[src/rtl/base_pack.sv]
// base_pack: packs RATIO narrow valid/ready beats into one wide word and
// presents it on a registered valid/ready output that feeds a base_fifo.
// A beat carrying the end marker, or an idle timeout, closes a partial word.
//
// Ports:
//   clk   - clock, rising-edge state updates
//   reset - asynchronous reset, active low
//   i_v   - narrow beat valid
//   i_r   - narrow beat ready (combinational from o_r by design)
//   i_d   - narrow beat data
//   i_e   - end marker, qualified by i_v
//   o_v   - wide word valid (FIFO i_v)
//   o_r   - wide word accepted (FIFO i_r)
//   o_d   - packed word, lane k at o_d[(k+1)*width-1 : k*width]
//   o_c   - number of valid lanes minus one
//   o_e   - word was closed by the end marker
module base_pack #(
  parameter int width     = 8,
  parameter int LOG_RATIO = 2,
  parameter int RATIO     = 2 ** LOG_RATIO,
  parameter int TIMEOUT   = 0
) (
  input  logic                   clk,
  input  logic                   reset,
  input  logic                   i_v,
  output logic                   i_r,
  input  logic [width-1:0]       i_d,
  input  logic                   i_e,
  output logic                   o_v,
  input  logic                   o_r,
  output logic [width*RATIO-1:0] o_d,
  output logic [LOG_RATIO-1:0]   o_c,
  output logic                   o_e
);

  localparam logic [15:0]          TO_MAX = 16'(TIMEOUT);
  localparam bit                   TO_EN  = (TIMEOUT > 0);
  localparam logic [LOG_RATIO-1:0] LAST   = LOG_RATIO'(RATIO - 1);

  logic [LOG_RATIO-1:0]   cnt_q, cnt_d;
  logic [width*RATIO-1:0] asm_q, asm_d;
  logic [15:0]            idle_q, idle_d;
  logic                   o_v_q, o_v_d;
  logic [width*RATIO-1:0] o_d_q, o_d_d;
  logic [LOG_RATIO-1:0]   o_c_q, o_c_d;
  logic                   o_e_q, o_e_d;

  logic                   acc_s;
  logic                   close_s;
  logic                   tmo_s;
  logic [width*RATIO-1:0] merged_s;

  // A new beat may enter whenever the output slot is empty or draining now.
  assign i_r     = ~o_v_q | o_r;
  assign acc_s   = i_v & i_r;
  assign close_s = acc_s & (i_e | (cnt_q == LAST));
  // Flush only in cycles without an accept; an accept restarts the idle count.
  assign tmo_s   = TO_EN & ~acc_s & (idle_q == TO_MAX) & (cnt_q != '0) & i_r;

  assign o_v = o_v_q;
  assign o_d = o_d_q;
  assign o_c = o_c_q;
  assign o_e = o_e_q;

  // Assembly lanes with the current beat overlaid at lane cnt; lanes above
  // cnt are already zero because the buffer clears on every close.
  always_comb begin
    merged_s = asm_q;
    for (int k = 0; k < RATIO; k++) begin
      if (acc_s && (cnt_q == LOG_RATIO'(k))) begin
        merged_s[k*width +: width] = i_d;
      end else begin
        merged_s[k*width +: width] = asm_q[k*width +: width];
      end
    end
  end

  // Next-state for lane counter, assembly buffer, idle counter and output slot.
  always_comb begin
    cnt_d  = cnt_q;
    asm_d  = asm_q;
    o_d_d  = o_d_q;
    o_c_d  = o_c_q;
    o_e_d  = o_e_q;
    if (o_v_q && o_r) begin
      o_v_d = 1'b0;
    end else begin
      o_v_d = o_v_q;
    end

    if (close_s) begin
      o_v_d = 1'b1;
      o_d_d = merged_s;
      o_c_d = cnt_q;
      o_e_d = i_e;
      cnt_d = '0;
      asm_d = '0;
    end else if (acc_s) begin
      asm_d = merged_s;
      cnt_d = cnt_q + LOG_RATIO'(1);
    end else if (tmo_s) begin
      o_v_d = 1'b1;
      o_d_d = asm_q;
      o_c_d = cnt_q - LOG_RATIO'(1);
      o_e_d = 1'b0;
      cnt_d = '0;
      asm_d = '0;
    end else begin
      cnt_d = cnt_q;
    end

    if (!TO_EN || acc_s || tmo_s || (cnt_q == '0)) begin
      idle_d = 16'd0;
    end else if (idle_q < TO_MAX) begin
      idle_d = idle_q + 16'd1;
    end else begin
      idle_d = idle_q;
    end
  end

  // State registers; reset discards any partial word.
  always_ff @(posedge clk or negedge reset) begin
    if (!reset) begin
      cnt_q  <= '0;
      asm_q  <= '0;
      idle_q <= 16'd0;
      o_v_q  <= 1'b0;
      o_d_q  <= '0;
      o_c_q  <= '0;
      o_e_q  <= 1'b0;
    end else begin
      cnt_q  <= cnt_d;
      asm_q  <= asm_d;
      idle_q <= idle_d;
      o_v_q  <= o_v_d;
      o_d_q  <= o_d_d;
      o_c_q  <= o_c_d;
      o_e_q  <= o_e_d;
    end
  end

endmodule

[config.mk]
export PLATFORM = sky130hd
export DESIGN_NAME = base_pack
export DESIGN_NICKNAME = d
export VERILOG_FILES = /design/src/rtl/base_pack.sv
export SDC_FILE = /design/constraint.sdc
export NUM_CORES = 1
export LEC_CHECK = 0
export ABC_AREA = 1
export CORE_MARGIN = 5
export CORE_UTILIZATION = 48
export DETAILED_ROUTE_END_ITERATION = 10
export PLACE_DENSITY_LB_ADDON = 0.25
export SLEW_MARGIN = 20
export SYNTH_ARGS = -nofsm -noshare
export SYNTH_HDL_FRONTEND = slang
export SYNTH_SLANG_ARGS = --single-unit
[constraint.sdc]
create_clock -name clk -period 1.5 [get_ports clk]
set_clock_uncertainty 0.1 [all_clocks]
set_input_delay 0.45 -clock clk [delete_from_list [all_inputs] [get_ports clk]]
set_output_delay 0.45 -clock clk [all_outputs]
set_load 0.02 [all_outputs]
# [Word level (Yosys, flattened, before mapping)]
# Index checks and enable logic that the tools add are counted.
[word_totals] out_inout_bits=37 inputBits=13 reg_bits=70 word_cells=33
[classes] bitwise_logic=5 reduce_logical=8 n_eq_ne=3 mux=10 add_sub_neg=1
[op_table] cell="$mux 32" n=2
[op_table] cell="$mux 8" n=4
[op_table] cell="$logic_and 1x1->1" n=5
[op_table] cell="$eq 2x2->1 const B" n=2
[op_table] cell="$mux 2" n=2
[op_table] cell="$reduce_bool 2->1" n=2
[op_table] cell="$add 2x1->2 const B" n=1
[op_table] cell="$and 1x1->1" n=2
[op_table] cell="$eq 2x1->1 const B" n=1
[op_table] cell="$logic_not 2->1" n=1
[op_table] cell="$mux 1" n=2
[op_table] cell="$or 1x1->1" n=2
[op_table] cell="$not 1->1" n=1

# [Longest topological paths before layout]
# Gate-level depths: netlist (run 1).
[logic_depth] word_depth=7 ltp_mapped=8 mapped_depth_nobuf=7

# [Least setup slack after synthesis (run 1)]
# No wires, ideal clock.
[synth_timing] path_kind="register -> register" from="register cnt_q[0]" to="register o_d_q[0], in the netlist o_d[0]" required_time_ns=1.282 synth_period_minus_slack_ns=1.513 path_slack_ns=-0.013 setup_time_ns=0.118 stages_incl_launch_ff=9 n_path_buf=3 arrival_time_ns=1.296 cell_sequence="dfrtp_1 -> ha_1 -> buf_6 -> nor2_8 -> nor2_8 -> buf_6 -> buf_6 -> nand3_1 -> nand2_1"
[synth_via] elab_chain_cells=3 word_cells_on_any_way=6 classes_between="eq/ne (1); mux (1); bitwise (2); reduce/logical (2)"
[synth_rtl] item="start: declaration" line="40" text="logic [LOG_RATIO-1:0] cnt_q, cnt_d;"
[synth_rtl] item="start signal: assignment" line="132" text="cnt_q <= cnt_d;"
[synth_rtl] item="$eq 2x2->1 / $logic_not 2->1 (equally long branches)" line="56, 70"
[synth_rtl] item="$or 1x1->1 / $logic_and 1x1->1 (equally long branches)" line="56, 70"
[synth_rtl] item="$and 1x1->1 / $mux 8 (equally long branches)" line="56, 70"
[synth_rtl] item="end signal: assignment" line="128" text="o_d_q <= '0;"
[synth_rtl] item="end signal: assignment" line="136" text="o_d_q <= o_d_d;"
[synth_rtl] item="end: declaration" line="44" text="logic [width*RATIO-1:0] o_d_q, o_d_d;"
# Several ways; a longest one is shown, not always the timed one.
# A chain may end at the register's enable or synchronous reset.

# [Worst setup path in the final report (run 1)]
[layout_timing] from="input o_r" to="output i_r"
[layout_via] elab_chain_cells=1
[layout_rtl] item="start: declaration" line="30" text="input logic o_r,"
[layout_rtl] item="$or 1x1->1" line="54" text="assign i_r = ~o_v_q | o_r;"
[layout_rtl] item="end: declaration" line="26" text="output logic i_r,"
# Every way passes these cells.

==> results by group, run 1 <==
Status
  – Status: finished, violations left
  – Failing checks: hold timing

Route
  – Via-to-Cell Ratio: 4.96
  – Mean routed wirelength per cell: 13.8 um
  – 1st-pass router iterations: 4
  – Drt total wl: 7.45 mm
  – Final routed DRC violation total: 0
  – Antenna Nets Post-Route: 0
  – Vias: between 2000 and 3000
  – Initial drt markers: ~130

Synthesis
  – Seq/Total Area, Yosys: 0.540
  – Synth Area in Adders: 0.0154
  – Yosys warning total: 0
  – Post-synthesis mux area share: 0
  – Syn Area/Cell: 8.38 um^2
  – Mapped Nets: between 400 and 500
  – Yosys reg bits: 70
  – Compound-Gate Fraction of Synth Area: 0.00309
  – Mapped Area: between 0.003 and 0.004 mm^2
  – Gate Count Post-Synth: 387
  – Synth cell types: 17
  – XOR/XNOR Fraction of Synth Area: 0
  – Largest family of logic cells by synthesized area: simple AND/OR/NAND/NOR gates
  – Synth Area in Simple Gates: 0.340

Power
  – Combinational power share: 0.351
  – Register share of total power: 0.426
  – Switching Share: 0.370
  – Switching pwr: ~0.0024 W
  – Tot Pwr: 0.00638 W
  – Clock power frac: 0.223
  – Pwr dens: approximately 1600 mW/mm^2
  – Leak: 2.28 nW
  – Int Power: slightly above 0.004 W
  – Worst ir drop on vdd: roughly 0.90 mV

Final layout
  – Most common cell after layout, fill and taps aside: nand2_1
  – Area Overhead vs Synth: 25.1%
  – Total of fill cells in the finished design: 607
  – Ant. Diodes: 0
  – Final cell count without fillers: 539
  – Commonest cells after routing, fill and taps aside: nand2_1, dfrtp_1, inv_1, buf_2, nand3_1
  – Post-layout util: 0.607
  – Nets: between 400 and 500
  – Share of post-route cells with drive strength above 1: 0.211

CTS
  – CTS tree: built
  – Hold_buf cts: 0
  – CTS root buf: clkbuf_8
  – H-tree depth: 3
  – Worst-path clk slew: about 0.070 ns
  – Clock buffer count from CTS: 9
  – Clk Latency, worst-skew pair: 0.34 ns
  – Clk sinks: 70
  – CTS max path bufs: 2

Placed design
  – Placed Instances: 516
  – HPWL Detailed: 4.76 mm
  – I/O Buffers: 49
  – RePlAce Congestion: 0.775
  – Pre-CTS setup slack: -0.648 ns

Global route
  – All-Layer GR Usage: 0.191
  – Global route overflow: 0
  – First-pass GRT wire length: 12.7 mm
  – Largest net degree at the start of global routing: 71
  – Vias in the first global route: 2601
  – Initial antenna violation count: 0

Timing
  – Slew Limit Fails: 0
  – Crit share post-route: 0.989
  – Setup violations, final: 0
  – RSZ-0062 raised after global routing: true
  – PnR worst setup slack: 0.0159 ns
  – Tightest Pin Transition: 0.385 ns
  – Final hold slack: -0.00839 ns
  – Relative slew slack: 0.743
  – Endpoints failing hold: 2
  – Max frequency: 674 MHz
  – Post-layout min period: 1.48 ns

Floorplanning
  – IO Pins: 50
  – Die footprint: ~0.0085 mm^2
  – Die X: 92.2 um
  – # rows: 30
  – Chip Height: 92.2 um
  – Initial Utilization: 0.485
  – Core footprint: 0.00668 mm^2

Worst setup path
  – Crit Path Class: in -> out
  – CP endpoint kind: primary output
  – Worst Setup Start Kind: primary input
  – CP max FO: 2
  – Critical path data arrival time: 0.93 ns
  – WP data required: roughly 0.95 ns

Hold path
  – Hold Path Class: in -> async

Flow run
  – MaxCap Viol Count: 0
[through the flow]
step	cell area, um^2	setup TNS (ns)
after floorplan	3240	0
after global placement	3880	-32.55
after detailed placement	3880	-34.13
after CTS	3960	-0.0107
after global routing	4060	-0.0430
final	4060	0
[metal layers]
| metal | vias up | part of all wire | track usage | wire length (um) |
|---|---|---|---|---|
| met5 | - | 0 | 0 | 0 |
| met2 | 56 | 0.49 | 0.304 | 3660 |
| li1 | 1352 | - | - | - |
| met4 | 0 | 0.018 | 0.0891 | 134 |
| met1 | 1253 | 0.44 | 0.252 | 3300 |
| met3 | 12 | 0.048 | 0.0369 | 355 |
[sequential cells by signal, summed over array words and instances (netlist names)]
name and count:
asm_q 32, o_d 32, o_c 2, o_e 1, cnt_q 2, o_v 1
[synthesized netlist by cell type]
master | instances | share of area
nor2_1 | 32 | 0.037
nand3_1 | 35 | 0.054
buf_2 | 6 | 0.0093
buf_6 | 5 | 0.017
dfrtp_1 | 70 | 0.54
nor2_8 | 2 | 0.012
nand2_4 | 1 | 0.0035
clkbuf_1 | 2 | 0.0023
o21ai_0 | 2 | 0.0031
inv_2 | 1 | 0.0012
nand3_2 | 3 | 0.0093
nand4_1 | 32 | 0.062
buf_4 | 9 | 0.021
nand2_1 | 138 | 0.16
inv_1 | 44 | 0.051
nand2_2 | 1 | 0.0019
ha_1 | 4 | 0.015
[area by class of cell]
cell class                 instances  area (um^2)  share of cell area
clock inverter                     4         20.0             0.00493
clock buffer                      12          165              0.0407
sequential                        70         1750               0.432
timing repair buffer              78          656               0.162
tap                               80          100              0.0247
multi-input combinational        250         1190               0.294
inverter                          45          171              0.0422
[worst max-delay path, stage by stage]
cell and delay [ns]:
dlygate4sd2_1 0.23, inv_1 0.06, nand2_2 0.06, buf_6 0.13
[path summary, 6_finish.rpt]
check | cells after the start | endpoint | from | slack, ns
worst min register to register | 2 | o_d[31]$_DFFE_PN0P_ | o_d[31]$_DFFE_PN0P_ | 0.37
worst max-delay path | 4 | i_r | o_r | 0.02
min in group clk | 2 | o_d[31]$_DFFE_PN0P_ | o_d[31]$_DFFE_PN0P_ | 0.37
max in group asynchronous | 2 | cnt_q[1]$_DFFE_PN0P_ | reset | 0.97
worst max register to register | 7 | o_c[0]$_DFFE_PN0P_ | cnt_q[1]$_DFFE_PN0P_ | 0.06
worst min-delay path | 2 | o_d[11]$_DFFE_PN0P_ | reset | -0.008
[cell families (layout without fill, tap and decap cells)]
logic type	count (synthesis)	in the layout
AND/OR/NAND/NOR	244	244
flip-flops	70	70
buffers and inverters	67	139
adder cells (fa/ha/maj)	4	4
AO/OA/AOI/OAI	2	2
[power groups by stage]
stage	Sequential [W]	Combinational (W)	Clock, W
2_1_floorplan	0.00313	0.00103	0
3_3_place_gp	0.00273	0.00241	0
3_5_place_dp	0.00275	0.00245	0
4_1_cts	0.00271	0.00219	0.00143
5_1_grt	0.00279	0.00251	0.00153
6_report	0.00272	0.00224	0.00143
[timing repair]
item | CTS | global route
endpoints found under the setup margin | 104 | 66
setup buffers | 0 | 6
gates resized for setup | 162 | 16
gates cloned | 1 | 0
pin swaps | 1 | 3
No activity file was read; power rests on OpenSTA's default activity.
==> inputs of run 2 (changes only) <==
--- a/config.mk
+++ b/config.mk
@@ -9,6 +9,7 @@
 export CORE_MARGIN = 5
 export CORE_UTILIZATION = 48
 export DETAILED_ROUTE_END_ITERATION = 10
+export GPL_ROUTABILITY_DRIVEN = 1
 export PLACE_DENSITY_LB_ADDON = 0.25
 export SLEW_MARGIN = 20
 export SYNTH_ARGS = -nofsm -noshare
==> results of run 2 <==
Final layout, timing and power as in run 1 (identical DEF).
==> inputs of run 3 (changes only) <==
--- a/config.mk
+++ b/config.mk
@@ -9,7 +9,6 @@
 export CORE_MARGIN = 5
 export CORE_UTILIZATION = 48
 export DETAILED_ROUTE_END_ITERATION = 10
-export GPL_ROUTABILITY_DRIVEN = 1
 export PLACE_DENSITY_LB_ADDON = 0.25
 export SLEW_MARGIN = 20
 export SYNTH_ARGS = -nofsm -noshare
==> results of run 3 <==
Final layout, timing and power as in run 1 (identical DEF).
